**src/rtl/wb_rr_arbiter.sv**
```systemverilog
// Round-robin Wishbone B4 arbiter: one slave port shared by NUM_M masters,
// whole CYC tenures granted, LOCK honoured, hung transfers ended by a watchdog ERR.
module wb_rr_arbiter #(
  parameter int NUM_M     = 4,
  parameter int WB_ADDR_W = 32,
  parameter int WB_DATA_W = 32,
  parameter int TIMEOUT   = 256
) (
  input  logic                           CLK_I,
  input  logic                           RST_I,
  input  logic [NUM_M-1:0]               m_cyc_i,
  input  logic [NUM_M-1:0]               m_stb_i,
  input  logic [NUM_M-1:0]               m_we_i,
  input  logic [NUM_M-1:0]               m_lock_i,
  input  logic [NUM_M*WB_ADDR_W-1:0]     m_adr_i,
  input  logic [NUM_M*WB_DATA_W-1:0]     m_dat_i,
  input  logic [NUM_M*(WB_DATA_W/8)-1:0] m_sel_i,
  input  logic [NUM_M*3-1:0]             m_cti_i,
  input  logic [NUM_M*2-1:0]             m_bte_i,
  output logic [NUM_M-1:0]               m_ack_o,
  output logic [NUM_M-1:0]               m_err_o,
  output logic [NUM_M-1:0]               m_rty_o,
  output logic [WB_DATA_W-1:0]           m_dat_o,
  output logic                           CYC_O,
  output logic                           STB_O,
  output logic                           WE_O,
  output logic                           LOCK_O,
  output logic [WB_ADDR_W-1:0]           ADR_O,
  output logic [WB_DATA_W-1:0]           DAT_O,
  output logic [WB_DATA_W/8-1:0]         SEL_O,
  output logic [2:0]                     CTI_O,
  output logic [1:0]                     BTE_O,
  input  logic [WB_DATA_W-1:0]           DAT_I,
  input  logic                           ACK_I,
  input  logic                           ERR_I,
  input  logic                           RTY_I,
  output logic [NUM_M-1:0]               grant_o,
  output logic                           timeout_o
);

  localparam int SEL_W = WB_DATA_W / 8;
  localparam int IDX_W = $clog2(NUM_M);
  localparam int WD_W  = (TIMEOUT > 0) ? $clog2(TIMEOUT + 1) : 1;
  localparam logic [WD_W-1:0] WD_LIMIT = WD_W'(TIMEOUT);

  localparam logic [0:0] ST_IDLE = 1'b0;
  localparam logic [0:0] ST_OWN  = 1'b1;

  logic [0:0]       state;
  logic [IDX_W-1:0] last;
  logic [IDX_W-1:0] owner;
  logic [NUM_M-1:0] grant_q;
  logic [WD_W-1:0]  wd_cnt;

  logic [IDX_W-1:0] pick;
  logic [IDX_W:0]   idx;
  logic             found;
  logic             stb_raw;
  logic             slave_resp;
  logic             expire;
  logic             slave_stb;

  // First requester after the last owner, wrapping around the master list.
  always_comb begin
    pick  = '0;
    found = 1'b0;
    idx   = '0;
    for (int i = 1; i <= NUM_M; i++) begin
      idx = {1'b0, last} + (IDX_W + 1)'(i);
      if (idx >= (IDX_W + 1)'(NUM_M)) idx = idx - (IDX_W + 1)'(NUM_M);
      if (!found && m_cyc_i[idx[IDX_W-1:0]]) begin
        pick  = idx[IDX_W-1:0];
        found = 1'b1;
      end
    end
  end

  assign stb_raw    = (state == ST_OWN) && m_cyc_i[owner] && m_stb_i[owner];
  assign slave_resp = ACK_I | ERR_I | RTY_I;
  // A slave response in the expiry cycle wins over the watchdog.
  assign expire     = (TIMEOUT > 0) && stb_raw && !slave_resp && (wd_cnt == WD_LIMIT);
  assign slave_stb  = stb_raw && !expire;

  assign timeout_o = expire;
  assign grant_o   = grant_q;
  assign m_dat_o   = DAT_I;

  always_comb begin
    CYC_O   = 1'b0;
    STB_O   = 1'b0;
    WE_O    = 1'b0;
    LOCK_O  = 1'b0;
    ADR_O   = '0;
    DAT_O   = '0;
    SEL_O   = '0;
    CTI_O   = '0;
    BTE_O   = '0;
    m_ack_o = '0;
    m_err_o = '0;
    m_rty_o = '0;
    if (state == ST_OWN) begin
      CYC_O          = m_cyc_i[owner];
      STB_O          = slave_stb;
      WE_O           = m_we_i[owner];
      LOCK_O         = m_lock_i[owner];
      ADR_O          = m_adr_i[owner*WB_ADDR_W +: WB_ADDR_W];
      DAT_O          = m_dat_i[owner*WB_DATA_W +: WB_DATA_W];
      SEL_O          = m_sel_i[owner*SEL_W +: SEL_W];
      CTI_O          = m_cti_i[owner*3 +: 3];
      BTE_O          = m_bte_i[owner*2 +: 2];
      m_ack_o[owner] = ACK_I & slave_stb;
      m_err_o[owner] = (ERR_I & slave_stb) | expire;
      m_rty_o[owner] = RTY_I & slave_stb;
    end
  end

  // Tenure control: a grant lasts until the owner has dropped both CYC and LOCK.
  always_ff @(posedge CLK_I or negedge RST_I) begin
    if (!RST_I) begin
      state   <= ST_IDLE;
      grant_q <= '0;
      last    <= IDX_W'(NUM_M - 1);
      owner   <= '0;
    end else if (state == ST_IDLE) begin
      if (|m_cyc_i) begin
        state   <= ST_OWN;
        owner   <= pick;
        grant_q <= NUM_M'(1) << pick;
      end
    end else begin
      if (!m_cyc_i[owner] && !m_lock_i[owner]) begin
        state   <= ST_IDLE;
        last    <= owner;
        grant_q <= '0;
      end
    end
  end

  always_ff @(posedge CLK_I or negedge RST_I) begin
    if (!RST_I) begin
      wd_cnt <= '0;
    end else if ((TIMEOUT == 0) || !stb_raw || slave_resp || expire) begin
      wd_cnt <= '0;
    end else begin
      wd_cnt <= wd_cnt + 1'b1;
    end
  end

endmodule

```
**config.mk**
```make
export PLATFORM = sky130hd
export DESIGN_NAME = wb_rr_arbiter
export DESIGN_NICKNAME = d
export VERILOG_FILES = /design/src/rtl/wb_rr_arbiter.sv
export SDC_FILE = /design/constraint.sdc
export NUM_CORES = 1
export LEC_CHECK = 0
export ABC_CLOCK_PERIOD_IN_PS = 2300
export BUFFER_PORTS_ARGS = -buffer_cell sky130_fd_sc_hd__buf_2
export CAP_MARGIN = 20
export CORE_AREA = 2 2 186 188
export CTS_CLUSTER_SIZE = 25
export DETAILED_ROUTE_END_ITERATION = 7
export DIE_AREA = 0 0 188 190
export PLACE_DENSITY = 0.38
export SLEW_MARGIN = 5
export SYNTH_ARGS = -nofsm -noshare
export SYNTH_HDL_FRONTEND = slang
export SYNTH_SLANG_ARGS = --single-unit
```
**constraint.sdc**
```tcl
create_clock -name CLK_I -period 2.3 [get_ports CLK_I]
set_input_delay 0.345 -clock CLK_I [delete_from_list [all_inputs] [get_ports CLK_I]]
set_output_delay 0.345 -clock CLK_I [all_outputs]
set_load 0.05 [all_outputs]
```
==> results of run 1 <==
[metal layers]
| metal | vias up | wire, um | global-route usage, % |
|---|---|---|---|
| met2 | 232 | 10240 | 19.15 |
| met4 | 10 | 75 | 0.8177 |
| met5 | - | 60 | 0 |
| met1 | 2059 | 7935 | 12.38 |
| li1 | 1940 | - | - |
| met3 | 16 | 1677 | 3.062 |
[sequential cells by signal (all words and copies together), names as in the netlist]
| register | count |
|---|---|
| last | 2 |
| owner | 2 |
| wd_cnt | 9 |
| state | 1 |
| grant_o | 4 |
[critical path, stage by stage (launching register included)]
cell and delay (ns):
dfrtp_4 0.49, buf_12 0.15, buf_16 0.15, buf_12 0.14
mux4_2 0.46, and2_4 0.18, buf_6 0.14
[cell families (layout without fill, tap and decap cells)]
group,Yosys count,in the layout
compound gates,15,15
simple gates,134,134
xor+xnor,7,7
fa+ha+maj,2,2
mux,80,80
buf+inv,64,443
flops,18,18
[how the worst max path moves through the flow]
stage / start / endpoint / cells past startpoint
after global placement: owner[0] / DAT_O[2] / 5
after floorplan: owner[0] / m_err_o[3] / 5
after global routing: owner[0] / DAT_O[31] / 6
after detailed placement: owner[0] / DAT_O[2] / 5
final: owner[0] / DAT_O[31] / 6
after CTS: owner[0] / ADR_O[27] / 5
[cell type report]
class,instances,area (um2)
fillers,3737,27010
clock buffers,4,78.83
repair buffers,434,2887
flip-flops and latches,18,461.7
well taps,455,569.3
multi-input cells,238,2919
inverters,5,18.77
[repair_timing]
item,4_1_cts,5_1_grt
setup endpoints to repair,70,80
cloned,2,0
hold endpoints to repair,0,0
resized for setup,150,80
buffers inserted,4,2
pin swaps,0,1
hold buffers,0,0
[power breakdown]
group          leakage [nW]  total [mW]  switching, mW  internal, mW
Sequential            0.231       0.512         0.0985         0.413
Clock                0.0382       0.364          0.128         0.236
Combinational          2.96        9.64           5.34          4.30
[Yosys cell counts, types with 2 or more instances]
cell / number / share of area, %
a21oi_1: 2 / 0.28
a22o_1: 2 / 0.49
and2_1: 76 / 13
and3_1: 2 / 0.35
buf_1: 5 / 0.53
buf_2: 10 / 1.4
buf_4: 32 / 6.7
clkbuf_1: 11 / 1.2
dfrtp_1: 16 / 11
dfstp_2: 2 / 1.5
ha_1: 2 / 0.70
inv_1: 5 / 0.53
mux2_2: 2 / 0.63
mux4_2: 77 / 49
nand2_1: 9 / 0.95
nand2b_1: 4 / 0.70
nand3_1: 3 / 0.42
nor2_1: 24 / 2.5
nor3_1: 6 / 0.84
nor4_1: 2 / 0.35
nor4b_1: 2 / 0.49
o21ai_0: 5 / 0.70
o2bb2ai_1: 2 / 0.49
xnor2_1: 5 / 1.2
xor2_1: 2 / 0.49
==> reports/results.ini, run 1 <==
[logic_synthesis]
syn-cell-area_um2=3561
synth-compound-area-share_pct=2.881
synth-seq-cells=18
ys_seq_area_share_pct=12.72
synth-adder-area-share_pct=0.7027
async_flop_share_pct=100.0
syn_nets=667
ys_warn_count=0
synth_top_family_by_area=multiplexers
synth_cell_types=37
syn_area_per_cell_um2=11.13
muxShareOfSynthArea_pct=49.61
synth_edf_count=0
synthSimpleGateAreaFrac_pct=21.68
synthXorXnorAreaFrac_pct=1.722
ys.flop_type=dfrtp_1
synthCells=320

[worst_setup_path]
setup.worst_path.end_class=output pin
reg2reg_from=owner[0]
path_class=reg -> out
crit_required_ns=1.96
critPathMaxFanout=6
rrSetupSlack_ns=0.18
cp-start-kind=register
r2r-end=grant_o[0]
cp.arrival_ns=1.97
reg2reg_depth=7

[grt]
grt_overflow=0
grt_pass1_wl_mm=28.27
grt_antenna_before_repair=5
grt_max_degree=43
grt_usage_pct=10.40
grt_pass1_vias=4570

[placed_design]
place_congestion=0.8119
dp_cells=1142
dp_slack_ns=0.06599
post-dp-hpwl_mm=16.87
post_dp_cell_area_um2=6075
port_buffers=406

[clocking]
cts_tree=built
clk_latency_ns=0.25
clock-root-buffer=clkbuf_16
cts_buffers=3
htreeDepth=1
clk_path_buf_depth=2
clk_pin_slew_ns=0.06
clock-sinks=18

[floorplan]
ios=471
die_h_um=190
die-area_um2=35720
core_area_um2=33950
die_w_um=188
initial_core_util_pct=10.49
rows=68

[power_and_ir_drop]
powerDensity_nw_per_um2=1517
power_mw=10.52
power.leakage_nw=3.234
peakVddDrop_mv=0.8658

[status]
violations=setup timing
status=complete, but fails checks

[sta]
fin_setup_tns_ns=-0.02439
report.final.setup_viol=3
drv_slew=0
slew-limit-headroom_pct=63.06
hold_viol=0
worst_pin_slew_ns=0.5491
min_period_ns=2.315
finalWorstSetupSlack_ns=-0.01465
fmax_mhz=432.0
period_share_pct=100.6
grt_setup_unrepaired=true
skew_ns=0.005129
holdWs_ns=0.02684

[drt]
wl_mm=19.99
ant_nets=0
drc_errors=0
avgViaCountPerCell=3.689
first_iter_violations=106
vias=4257
first_pass_iters=4
wl_per_cell_um=17.32

[final_layout]
final_common_cell=buf_2
final_core_util_pct=20.43
finalNetCount=1047
stdcell_area_um2=6934
syn_to_final_growth_pct=94.73
stdcell_count=1154
final_cell_mix=329 x buf_2, 77 x mux4_2, 57 x buf_6, 51 x and2_4, 28 x buf_4
drive_above_1_share_pct=83.98
diodes=0

[run]
maxCapViolCount=0

[hold_path]
hp-class=in -> async

Note: power is estimated with default switching activity, not from simulation.
==> run 2: changes to the inputs <==
--- a/config.mk
+++ b/config.mk
@@ -5,13 +5,14 @@
 export SDC_FILE = /design/constraint.sdc
 export NUM_CORES = 1
 export LEC_CHECK = 0
+export ABC_AREA = 1
 export ABC_CLOCK_PERIOD_IN_PS = 2300
 export BUFFER_PORTS_ARGS = -buffer_cell sky130_fd_sc_hd__buf_2
 export CAP_MARGIN = 20
-export CORE_AREA = 2 2 186 188
+export CORE_AREA = 2 2 185 187
 export CTS_CLUSTER_SIZE = 25
 export DETAILED_ROUTE_END_ITERATION = 7
-export DIE_AREA = 0 0 188 190
+export DIE_AREA = 0 0 187 189
 export PLACE_DENSITY = 0.38
 export SLEW_MARGIN = 5
 export SYNTH_ARGS = -nofsm -noshare
==> reports/results.ini, run 2 <==
[hold_path]
hp-class=in -> async

[sta]
period_share_pct=103.2
finalWorstSetupSlack_ns=-0.07304
drv_slew=0
grt_setup_unrepaired=true
min_period_ns=2.373
fin_setup_tns_ns=-0.5926
fmax_mhz=421.4
slew-limit-headroom_pct=70.18
hold_viol=0
report.final.setup_viol=14
skew_ns=0.001979
worst_pin_slew_ns=0.4473

[drt]
avgViaCountPerCell=4.161
wl_mm=24.48
ant_nets=0
first_iter_violations=259
vias=5804
wl_per_cell_um=17.55
first_pass_iters=5
drc_errors=0

[grt]
grt_pass1_wl_mm=35.97
grt_pass1_vias=5969
grt_antenna_before_repair=3
grt_overflow=0
grt_usage_pct=12.86
grt_max_degree=45

[clocking]
clock-sinks=18
clk_path_buf_depth=2
clk_pin_slew_ns=0.06
hold_buffers=0
clock-root-buffer=clkbuf_16
cts_tree=built
cts_buffers=3
clk_latency_ns=0.25
htreeDepth=1

[floorplan]
ios=471
rows=67
initial_core_util_pct=10.24
die_w_um=187
die-area_um2=35340
core_area_um2=33280
die_h_um=189

[logic_synthesis]
synth_area_leader_cell=a22oi_1
yosysTopAreaCellShare_pct=16.51
synth.most_common_cell=nand2_1
synthCells=571
ys_seq_area_share_pct=13.28
syn_nets=918
async_flop_share_pct=100.0
ys_warn_count=0
synth_edf_count=0
syn-cell-area_um2=3410
syn_area_per_cell_um2=5.971
synth_area_leaders=a22oi_1 17%, nand2_1 15%, a31oi_1 14%
ys.flop_type=dfrtp_1
yosys-top-cells-count=132 x nand2_1, 87 x nand3_1, 75 x a22oi_1
synth_cell_types=32
synth-seq-cells=18

[final_layout]
stdcell_count=1395
final_common_cell=buf_2
drive_above_1_share_pct=60.21
nFillCells=3841
syn_to_final_growth_pct=110.1
seqCellArea_um2=460.4
largest_reg_flops=9
finalNetCount=1293
multi_input_comb_area_um2=3020
top_register=wd_cnt
final_cell_mix=335 x buf_2, 129 x nand2_1, 86 x nand3_1, 73 x a22oi_1, 70 x a31oi_2

[worst_setup_path]
cp_cell_sequence=nor2_4 > inv_4 > o22ai_4 > nor2_4 > nor2_4 > buf_4 > nand4_1 > buf_6 > a21oi_4 > buf_6
crit_required_ns=1.96
critPathMaxFanout=5
cp-start-kind=register
crit_top_cell=nor2_4
worst_path_max_delay_cell=dfrtp_4
setup.worst_path.end_class=output pin
path_class=reg -> out
critPathMaxStageDelay_ns=0.52
cp.arrival_ns=2.03

[placed_design]
dp_cells=1379
post-dp-hpwl_mm=20.27
port_buffers=406
place_congestion=0.8557

[status]
violations=setup timing
status=complete, but fails checks

[run]
maxCapViolCount=0

[power_and_ir_drop]
powerDensity_nw_per_um2=1564
power.leakage_nw=3.191
power_mw=11.21
peakVddDrop_mv=0.9179

[run 2: cell types whose count changed in the layout (fill, tap and decap cells not counted), moves of 23 or more]
| cell | change |
|---|---|
| buf_4 | +23 |
| a22oi_1 | +73 |
| mux4_2 | -77 |
| buf_6 | -40 |
| a31oi_2 | +70 |
| and2_1 | -26 |
| nand3_1 | +83 |
| and2_4 | -51 |
| clkbuf_4 | +25 |
| nand2_1 | +122 |
[run 2: cell type report]
type / instances / share of cell area (%)
diodes: 2 / 0.06986
inverters: 30 / 1.711
repair buffers: 453 / 40.57
well taps: 448 / 7.824
flip-flops and latches: 18 / 6.427
clock buffers: 4 / 1.240
multi-input cells: 440 / 42.16
[run 2: per-stage QoR]
step | hold WS (ns) | area [um2] | util, % | worst slack [ns]
2_1_floorplan | 0.04941 | 3970 | - | -0.2739
3_3_place_gp | 0.3222 | 6594 | 19.81 | 0.02663
3_5_place_dp | 0.3230 | 6594 | 19.81 | 0.04248
4_1_cts | 0.05168 | 6845 | 20.57 | -0.08719
5_1_grt | 0.07779 | 7164 | 21.53 | -0.1554
6_report | 0.03285 | 7164 | 21.53 | -0.07304
[run 2: metal layers]
metal	track usage [%]	part of all wire [%]	vias up
met4	2.106	1.1	0
met1	15.78	41	2727
met5	0	0	-
li1	-	-	2791
met2	23.55	52	266
met3	2.428	6.3	20
[run 2: kinds of logic after synthesis]
logic type,Yosys count,share of synthesized area [%]
AND/OR/NAND/NOR,264,34.35
AO/OA/AOI/OAI,170,33.87
buffers and inverters,113,16.73
flip-flops,18,13.28
XOR/XNOR,4,1.028
adder cells (fa/ha/maj),2,0.7338
[run 2: report_power, final]
| group | switching [mW] | internal (mW) | total, mW |
|---|---|---|---|
| clock | 0.130 | 0.265 | 0.395 |
| combinational | 6.92 | 3.39 | 10.3 |
| sequential | 0.0845 | 0.408 | 0.492 |
[run 2: worst paths after layout]
kind | startpoint | end | slack (ns) | cells after the start
setup / recovery | owner[1] | m_err_o[0] | -0.07 | 10
hold / removal | RST_I | wd_cnt[6] | 0.03 | 1
setup reg to reg | owner[1] | grant_o[0] | 0.35 | 11
hold reg to reg | wd_cnt[0] | wd_cnt[0] | 0.47 | 1
max in group asynchronous | RST_I | owner[1] | 1.91 | 1
min in group CLK_I | wd_cnt[0] | wd_cnt[0] | 0.47 | 1
[run 2: repair_timing]
item / 4_1_cts / 5_1_grt
setup buffers: 4 / 5
resized for setup: 45 / 83
cloned: 0 / 1
pin swaps: 8 / 9
setup endpoints to repair: 86 / 82
[run 2: critical path: cells and delay by family, from the launching register on]
kind | cells | cell delay [ns]
compound gates | 2 | 0.27
buf+inv | 4 | 0.54
flops | 1 | 0.52
simple gates | 4 | 0.45
